==> src/rtl/coherence_pkg.sv <==
// ============================================================================
// Module : coherence_pkg
// Brief  : Shared cache-coherence constants and types for the victim selector.
// Rev    : 1.0  initial release
// ============================================================================
`default_nettype none

package coherence_pkg;

  localparam logic [2:0] c_state_invalid = 3'b100;
  localparam int         WAYS            = 4;
  localparam int         PLRU_WIDTH      = 3;

  typedef enum logic [0:0] {
    ST_IDLE = 1'b0,
    ST_RESP = 1'b1
  } sel_state_t;

endpackage

`default_nettype wire

==> src/rtl/plru_tree.sv <==
// ============================================================================
// Module : plru_tree
// Brief  : 4-way tree-PLRU victim decode and post-access bit update.
// Rev    : 1.0  initial release
// ============================================================================
`default_nettype none

module plru_tree
  import coherence_pkg::*;
(
  input  logic [PLRU_WIDTH-1:0] i_bits,
  input  logic [1:0]            i_way,
  output logic [1:0]            o_victim,
  output logic [PLRU_WIDTH-1:0] o_next_bits
);

  // bits are {b2,b1,b0}: b0 picks the pair, b1/b2 pick within the pair
  always_comb begin
    if (!i_bits[0]) begin
      o_victim = {1'b0, i_bits[1]};
    end else begin
      o_victim = {1'b1, i_bits[2]};
    end
  end

  always_comb begin
    o_next_bits = i_bits;
    if (!i_way[1]) begin
      o_next_bits[0] = 1'b1;
      o_next_bits[1] = ~i_way[0];
    end else begin
      o_next_bits[0] = 1'b0;
      o_next_bits[2] = ~i_way[0];
    end
  end

endmodule

`default_nettype wire

==> src/rtl/plru_victim_sel.sv <==
// ============================================================================
// Module : plru_victim_sel
// Brief  : Per-set tree-PLRU storage with hit/free/victim way selection.
// Rev    : 1.0  initial release
// ============================================================================
`default_nettype none

module plru_victim_sel #(
  parameter int IDX_WIDTH = 6,
  parameter int WAYS      = 4
) (
  input  logic                 clk,
  input  logic                 rst,
  input  logic                 req_valid,
  output logic                 req_ready,
  input  logic [IDX_WIDTH-1:0] req_index,
  input  logic                 req_hit,
  input  logic [1:0]           req_hit_way,
  input  logic                 req_full,
  input  logic [WAYS-1:0]      req_valid_ways,
  output logic                 rsp_valid,
  input  logic                 rsp_ready,
  output logic [1:0]           rsp_way,
  output logic                 rsp_evict,
  input  logic                 plru_clr
);
  import coherence_pkg::*;

  localparam int c_sets = 2 ** IDX_WIDTH;

  sel_state_t                  r_state;
  logic                        r_req_ready;
  logic                        r_rsp_valid;
  logic [1:0]                  r_way;
  logic                        r_evict;
  logic [IDX_WIDTH-1:0]        r_idx;
  logic [PLRU_WIDTH-1:0]       r_plru [c_sets];

  logic [PLRU_WIDTH-1:0]       w_tree_bits;
  logic [1:0]                  w_victim;
  logic [PLRU_WIDTH-1:0]       w_next_bits;
  logic                        w_has_free;
  logic [1:0]                  w_free_way;
  logic [1:0]                  w_sel_way;
  logic                        w_sel_evict;
  logic                        w_handshake;

  // One tree serves both phases: victim lookup in IDLE, bit update in RESP
  assign w_tree_bits = (r_state == ST_IDLE) ? r_plru[req_index] : r_plru[r_idx];

  plru_tree u_plru_tree (
    .i_bits      (w_tree_bits),
    .i_way       (r_way),
    .o_victim    (w_victim),
    .o_next_bits (w_next_bits)
  );

  always_comb begin
    w_has_free = 1'b0;
    w_free_way = 2'd0;
    for (int i = WAYS - 1; i >= 0; i--) begin
      if (!req_valid_ways[i]) begin
        w_has_free = 1'b1;
        w_free_way = 2'(i);
      end
    end
  end

  // A "not full" miss with no free way falls back to the PLRU victim
  always_comb begin
    if (req_hit) begin
      w_sel_way   = req_hit_way;
      w_sel_evict = 1'b0;
    end else if (!req_full && w_has_free) begin
      w_sel_way   = w_free_way;
      w_sel_evict = 1'b0;
    end else begin
      w_sel_way   = w_victim;
      w_sel_evict = 1'b1;
    end
  end

  assign w_handshake = (r_state == ST_RESP) && rsp_ready;

  always_ff @(posedge clk or posedge rst) begin
    if (rst) begin
      r_state     <= ST_IDLE;
      r_req_ready <= 1'b1;
      r_rsp_valid <= 1'b0;
      r_way       <= 2'd0;
      r_evict     <= 1'b0;
      r_idx       <= '0;
      for (int s = 0; s < c_sets; s++) begin
        r_plru[s] <= '0;
      end
    end else begin
      case (r_state)
        ST_IDLE: begin
          if (req_valid) begin
            r_state     <= ST_RESP;
            r_req_ready <= 1'b0;
            r_rsp_valid <= 1'b1;
            r_way       <= w_sel_way;
            r_evict     <= w_sel_evict;
            r_idx       <= req_index;
          end
        end
        ST_RESP: begin
          if (rsp_ready) begin
            r_state     <= ST_IDLE;
            r_req_ready <= 1'b1;
            r_rsp_valid <= 1'b0;
          end
        end
        default: begin
          r_state     <= ST_IDLE;
          r_req_ready <= 1'b1;
          r_rsp_valid <= 1'b0;
        end
      endcase

      if (plru_clr) begin
        for (int s = 0; s < c_sets; s++) begin
          r_plru[s] <= '0;
        end
      end else if (w_handshake) begin
        r_plru[r_idx] <= w_next_bits;
      end
    end
  end

  assign req_ready = r_req_ready;
  assign rsp_valid = r_rsp_valid;
  assign rsp_way   = r_way;
  assign rsp_evict = r_evict;

endmodule

`default_nettype wire

==> config.mk <==
export PLATFORM = sky130hd
export DESIGN_NAME = plru_victim_sel
export DESIGN_NICKNAME = d
export VERILOG_FILES = /design/src/rtl/coherence_pkg.sv /design/src/rtl/plru_tree.sv /design/src/rtl/plru_victim_sel.sv
export SDC_FILE = /design/constraint.sdc
export NUM_CORES = 1
export LEC_CHECK = 0
export ABC_AREA = 1
export CAP_MARGIN = 20
export CORE_MARGIN = 4
export CORE_UTILIZATION = 30
export CTS_CLUSTER_SIZE = 20
export DETAILED_ROUTE_END_ITERATION = 16
export PLACE_DENSITY = 0.54
export SLEW_MARGIN = 20
export SYNTH_ARGS = -nofsm -noshare
export SYNTH_HDL_FRONTEND = slang
export SYNTH_SLANG_ARGS = --single-unit
export TNS_END_PERCENT = 1
==> constraint.sdc <==
create_clock -name clk -period 18.8 [get_ports clk]
set_clock_uncertainty 0.1 [all_clocks]
set_input_delay 3.76 -clock clk [delete_from_list [all_inputs] [get_ports clk]]
set_output_delay 3.76 -clock clk [all_outputs]
set_load 0.01 [all_outputs]
Yosys cells after proc, flatten, opt, wreduce, memory -nomap -nowiden
Cells that the tools add are included.
{ "op_classes": {"order_cmp": 3, "reduce_logical": 7, "eq_ne": 2, "bitwise_logic": 4, "muxes": 37} }
{ "op_table": {"columns": ["op", "n"], "rows": [
  ["192-bit two-way mux", 2],
  ["192-bit bitwise mux", 1],
  ["3-bit binary-select mux with 6-bit select", 2],
  ["3-bit demux with 6-bit select", 1],
  ["3-bit two-way mux", 6],
  ["1-bit two-way mux", 15],
  ["7-bit greater-or-equal comparator, second input constant", 2],
  ["2-bit two-way mux", 7],
  ["6-bit NOT with 7-bit output", 2],
  ["7-bit by 1-bit less-than comparator with 1-bit output, second input constant", 1],
  ["1-bit one-hot mux with 2 select lines", 3],
  ["2-bit inequality test, second input constant", 2],
  ["2-bit AND reduction", 2],
  ["1-bit logical AND", 3],
  ["1-bit NOT", 2],
  ["2-bit nonzero test", 1],
  ["1-bit logical NOT", 1]
]} }
{ "totals": {"elab_cells": 123, "reg_bits": 204, "in_bits": 19, "out_inout_bits": 5} }

Logic depth before layout (Yosys ltp)
{ "logic_depth": {"ltp_word": 9, "mapped_depth": 22, "depth_no_buf": 18} }

Hierarchy
Synthesis repeated with hierarchy kept, for this count alone.
{ "unflattened": {"hier_cells": 1865, "hier_area_um2": 12235.5} }
{ "by_module_without_submodules": {"columns": ["module", "cells_per_inst", "n_inst", "seq_area_each_um2", "area_per_inst_um2"], "rows": [
  ["plru_victim_sel", 1853, 1, 5106.1, 12182.9],
  ["plru_tree", 12, 1, 0.0, 52.6]
]} }

Worst setup path after synthesis
No wires, ideal clock.
{ "synth_timing": {"path_type": "input -> register", "startpoint": "in req_index[0]", "endpoint": "reg r_plru[185] in the netlist's numbering", "path_buffers": 4, "cell_stages": 14, "path_slack_ns": 13.262, "arrival_time_ns": 5.310, "setup_time_ns": 0.128, "cell_sequence": "buf_2 > buf_4 > buf_2 > a21oi_1 > o21ai_0 > nand3_1 > nand2_1 > nand2_1 > nand2_1 > nand3_1 > nand3_1 > a31oi_4 > buf_6 > o22ai_1"} }
{ "synth_via": {"elab_chain_cells": 9} }
{ "synth_lines": {"columns": ["element", "line_no", "rtl"], "rows": [
  ["from (decl)", "plru_victim_sel.sv:16", "input logic [IDX_WIDTH-1:0] req_index,"],
  ["6-bit NOT with 7-bit output (implied by the code)", "plru_victim_sel.sv:49", "assign w_tree_bits = (r_state == ST_IDLE) ? r_plru[req_index] : r_plru[r_idx];"],
  ["3-bit binary-select mux with 6-bit select", "plru_victim_sel.sv:49", null],
  ["3-bit two-way mux (implied by the code) (2 in series)", "plru_victim_sel.sv:49", null],
  ["3-bit two-way mux", "plru_victim_sel.sv:49", null],
  ["1-bit two-way mux", "plru_tree.sv:28", "if (!i_way[1]) begin"],
  ["192-bit bitwise mux", "plru_victim_sel.sv:127", "r_plru[r_idx] <= w_next_bits;"],
  ["192-bit two-way mux", "plru_victim_sel.sv:126", "end else if (w_handshake) begin"],
  ["192-bit two-way mux", "plru_victim_sel.sv:122", "if (plru_clr) begin"],
  ["to (signal, indexed assignment)", "plru_victim_sel.sv:127", null],
  ["to (decl)", "plru_victim_sel.sv:37", "logic [PLRU_WIDTH-1:0] r_plru [c_sets];"]
]} }
Every way passes these cells. The select of a mux whose other input is x is not followed.
A chain may end at the register's enable or synchronous reset.

Worst setup path after layout
{ "layout_timing": {"startpoint": "in req_index[0]", "endpoint": "reg r_plru[77] in the netlist's numbering"} }
The elaborated chain is that of the path after synthesis.

==> results.json <==
{
  "die_h_um": 212.0,
  "clk_path_buf_depth": 3,
  "ant_nets": 0,
  "routed_via_density": 5.316,
  "numPortBuffers": 23,
  "p_leak_nw": 5.954,
  "core_sq_mm": 0.04102,
  "ir_drop_mv": 0.07052,
  "power_density_mw_per_mm2": 89.16,
  "fin_nets": 1838,
  "fin_crit_sh_pct": 37.26,
  "yosysMostFrequentCell": "nand2_1",
  "clock_sinks": 204,
  "hold_viol": 0,
  "critPathKind": "in -> reg",
  "post_cts_resized": 0,
  "rrSetupSlack_ns": 14.68,
  "synth.top_cell.area_share_pct": 40.67,
  "cts_root_buffer": "clkbuf_16",
  "endpoint_kind": "flip-flop",
  "ys.flop_type": "dfrtp_1",
  "placed_cell_area_sq_mm": 0.01302,
  "slew_headroom_pct": 21.43,
  "drc_errors": 0,
  "status": "complete, no violations",
  "die_w_um": 212.0,
  "cts_max_level": 1,
  "wl_um": 44730,
  "syn_inst": 1868,
  "synth_commonest_cells": "nand2_1, nand3_1, dfrtp_1",
  "path_cells": "buf_4 -> inv_2 -> buf_4 -> nand2_1 -> nand3_1 -> nand3_1 -> nand2_1 -> nand2_1 -> nand3_1 -> nand3_1 -> nand3_1 -> a31oi_4 -> buf_16 -> buf_4 -> o21ai_0",
  "cts_tree": "done",
  "synthArstFlopShare_pct": 100.0,
  "layout-drive-gt1-share_pct": 5.441,
  "area_growth_pct": 11.02,
  "fmax_mhz": 142.8,
  "cp_data_required_time_ns": 19.10,
  "ys_seq_area_share_pct": 40.88,
  "finalMaxSlewViolations": 0,
  "design_area_sq_mm": 0.01387,
  "grt_start_max_net_pins": 89,
  "antenna_found_initial": 1,
  "fin_setup_tns_ns": 0,
  "grt_pass1_wl_um": 70350,
  "cp_common_cell": "nand3_1",
  "hpwlAfterDp_um": 27190,
  "rsz0062_at_grt": "false",
  "first_iter_violations": 1387,
  "yosysWarnings": 0,
  "clk_pin_slew_ns": 0.06,
  "syn_avg_cell_area_sq_um": 6.686,
  "maxCapViolCount": 0,
  "critical_path_arrival_ns": 7.30,
  "cts_setup_buffers": 0,
  "start_util_pct": 30.45,
  "grt_pass1_vias": 12260,
  "syn_area_sq_mm": 0.01249,
  "synth.area.top_cells": "dfrtp_1, nand2_1, nand3_1, o21ai_0, o22ai_1",
  "pin_count": 24,
  "fillers": 4422,
  "worst_slew_pin_slew_ns": 1.174,
  "crit_fanout": 46,
  "placement_rows": 74,
  "grt.overflow.total": 0,
  "synth_area_leader_cell": "dfrtp_1",
  "setup_slack_ns": 11.80,
  "dp_slack_ns": 11.31,
  "cts_made_buffers": 25,
  "place.gp.congestion": 0.9022,
  "wl_per_cell_um": 18.87,
  "synth.distinct_cells": 27,
  "die_area_sq_mm": 0.04496,
  "critPathSlowestCell": "a31oi_4",
  "track_usage_pct": 19.58,
  "finalSetupViolCount": 0,
  "syn-num-nets": 1887,
  "ctsHoldBuffers": 0,
  "clock_latency_ns": 0.54,
  "num_vias": 12600,
  "firstDrtPassIters": 6,
  "hold_class": "reg -> reg",
  "start_kind": "input port",
  "ys_ff_latch": 204,
  "synth_edf_count": 0,
  "max_stage_delay_ns": 0.51,
  "min_period_ns": 7.004
}
==> stage by stage <==
step                utilization, %  std cells  hold slack [ns]  total power [mW]
global placement             31.67       2323           0.3764            0.7369
CTS                          33.80       2370           0.3950             1.243
detailed placement           31.74       2324           0.3799            0.7423
finish                       33.81       2371           0.3942             1.236
floorplan                        -       1868           0.3530            0.6521
global route                 33.81       2371           0.4310             1.284
==> worst max-delay path, delay by kind of cell <==
| kind | cells | cell delay, ns |
|---|---|---|
| AOI/OAI and AO/OA | 2 | 0.66 |
| and+or+nand+nor | 8 | 0.85 |
| buffers and inverters | 5 | 1.94 |
==> path summary, 6_finish.rpt <==
check,startpoint,end,depth (start not counted)
max in group asynchronous,rst,r_idx[1],4
max reg2reg,r_idx[0],r_plru[77],15
max,req_index[0],r_plru[77],15
min reg2reg,r_plru[22],r_plru[22],2
min in group asynchronous,rst,r_plru[98],2
min,r_plru[22],r_plru[22],2
==> state kept, by name, indices dropped and copies added (netlist names) <==
signal,flops
r_idx,6
r_state,1
r_plru,192
rsp_valid,1
rsp_evict,1
rsp_way,2
req_ready,1
==> area by class of cell <==
type | instances | area (sq um) | area share, %
diodes | 1 | 2.502 | 0.01805
clock buffers | 35 | 723.2 | 5.216
clock inverters | 11 | 121.4 | 0.8753
inverters | 119 | 456.7 | 3.294
multi-input cells | 1411 | 6280 | 45.29
flip-flops and latches | 204 | 5111 | 36.86
well taps | 532 | 665.6 | 4.801
repair buffers | 58 | 505.5 | 3.646
==> per-layer routing <==
metal	vias up	wire length, um	global-route usage [%]
met2	484	20170	31.30
met1	5974	19600	27.12
li1	6041	-	-
met4	0	1737	6.707
met5	-	0	0
met3	105	3222	3.025
==> layout by cell type, fill, tap and decap left out, types with 2 or more instances in the layout <==
cell	synthesis	final
dfrtp_1	203	201
nand3_1	251	251
buf_4	3	35
o21ai_0	173	173
clkbuf_16	0	25
o21ai_1	20	20
nor2_1	33	33
clkdlybuf4s50_1	0	21
a31oi_1	2	2
a21oi_1	43	43
bufinv_16	0	2
clkbuf_1	54	4
nor3_2	2	8
nand2_1	777	776
a31oi_4	2	2
clkinv_4	0	2
nor3_1	9	3
o22ai_1	86	86
inv_2	3	3
inv_1	115	113
clkinvlp_4	0	2
clkinv_2	0	4
clkbuf_8	0	6
o31ai_1	8	8
==> where the power goes <==
part           internal, mW  total, mW  switching [mW]
clock network         0.296      0.499           0.202
registers             0.449      0.470          0.0211
logic                0.0541      0.267           0.213
==> logic make-up (layout without fill, tap and decap cells) <==
group	Yosys count	count (layout)	share of synthesized area [%]
compound gates	336	336	14.82
buf+inv	253	223	9.186
flops	204	204	40.88
other cells	0	1	0
simple gates	1075	1075	35.11
Note: power is estimated with default switching activity, not from simulation.
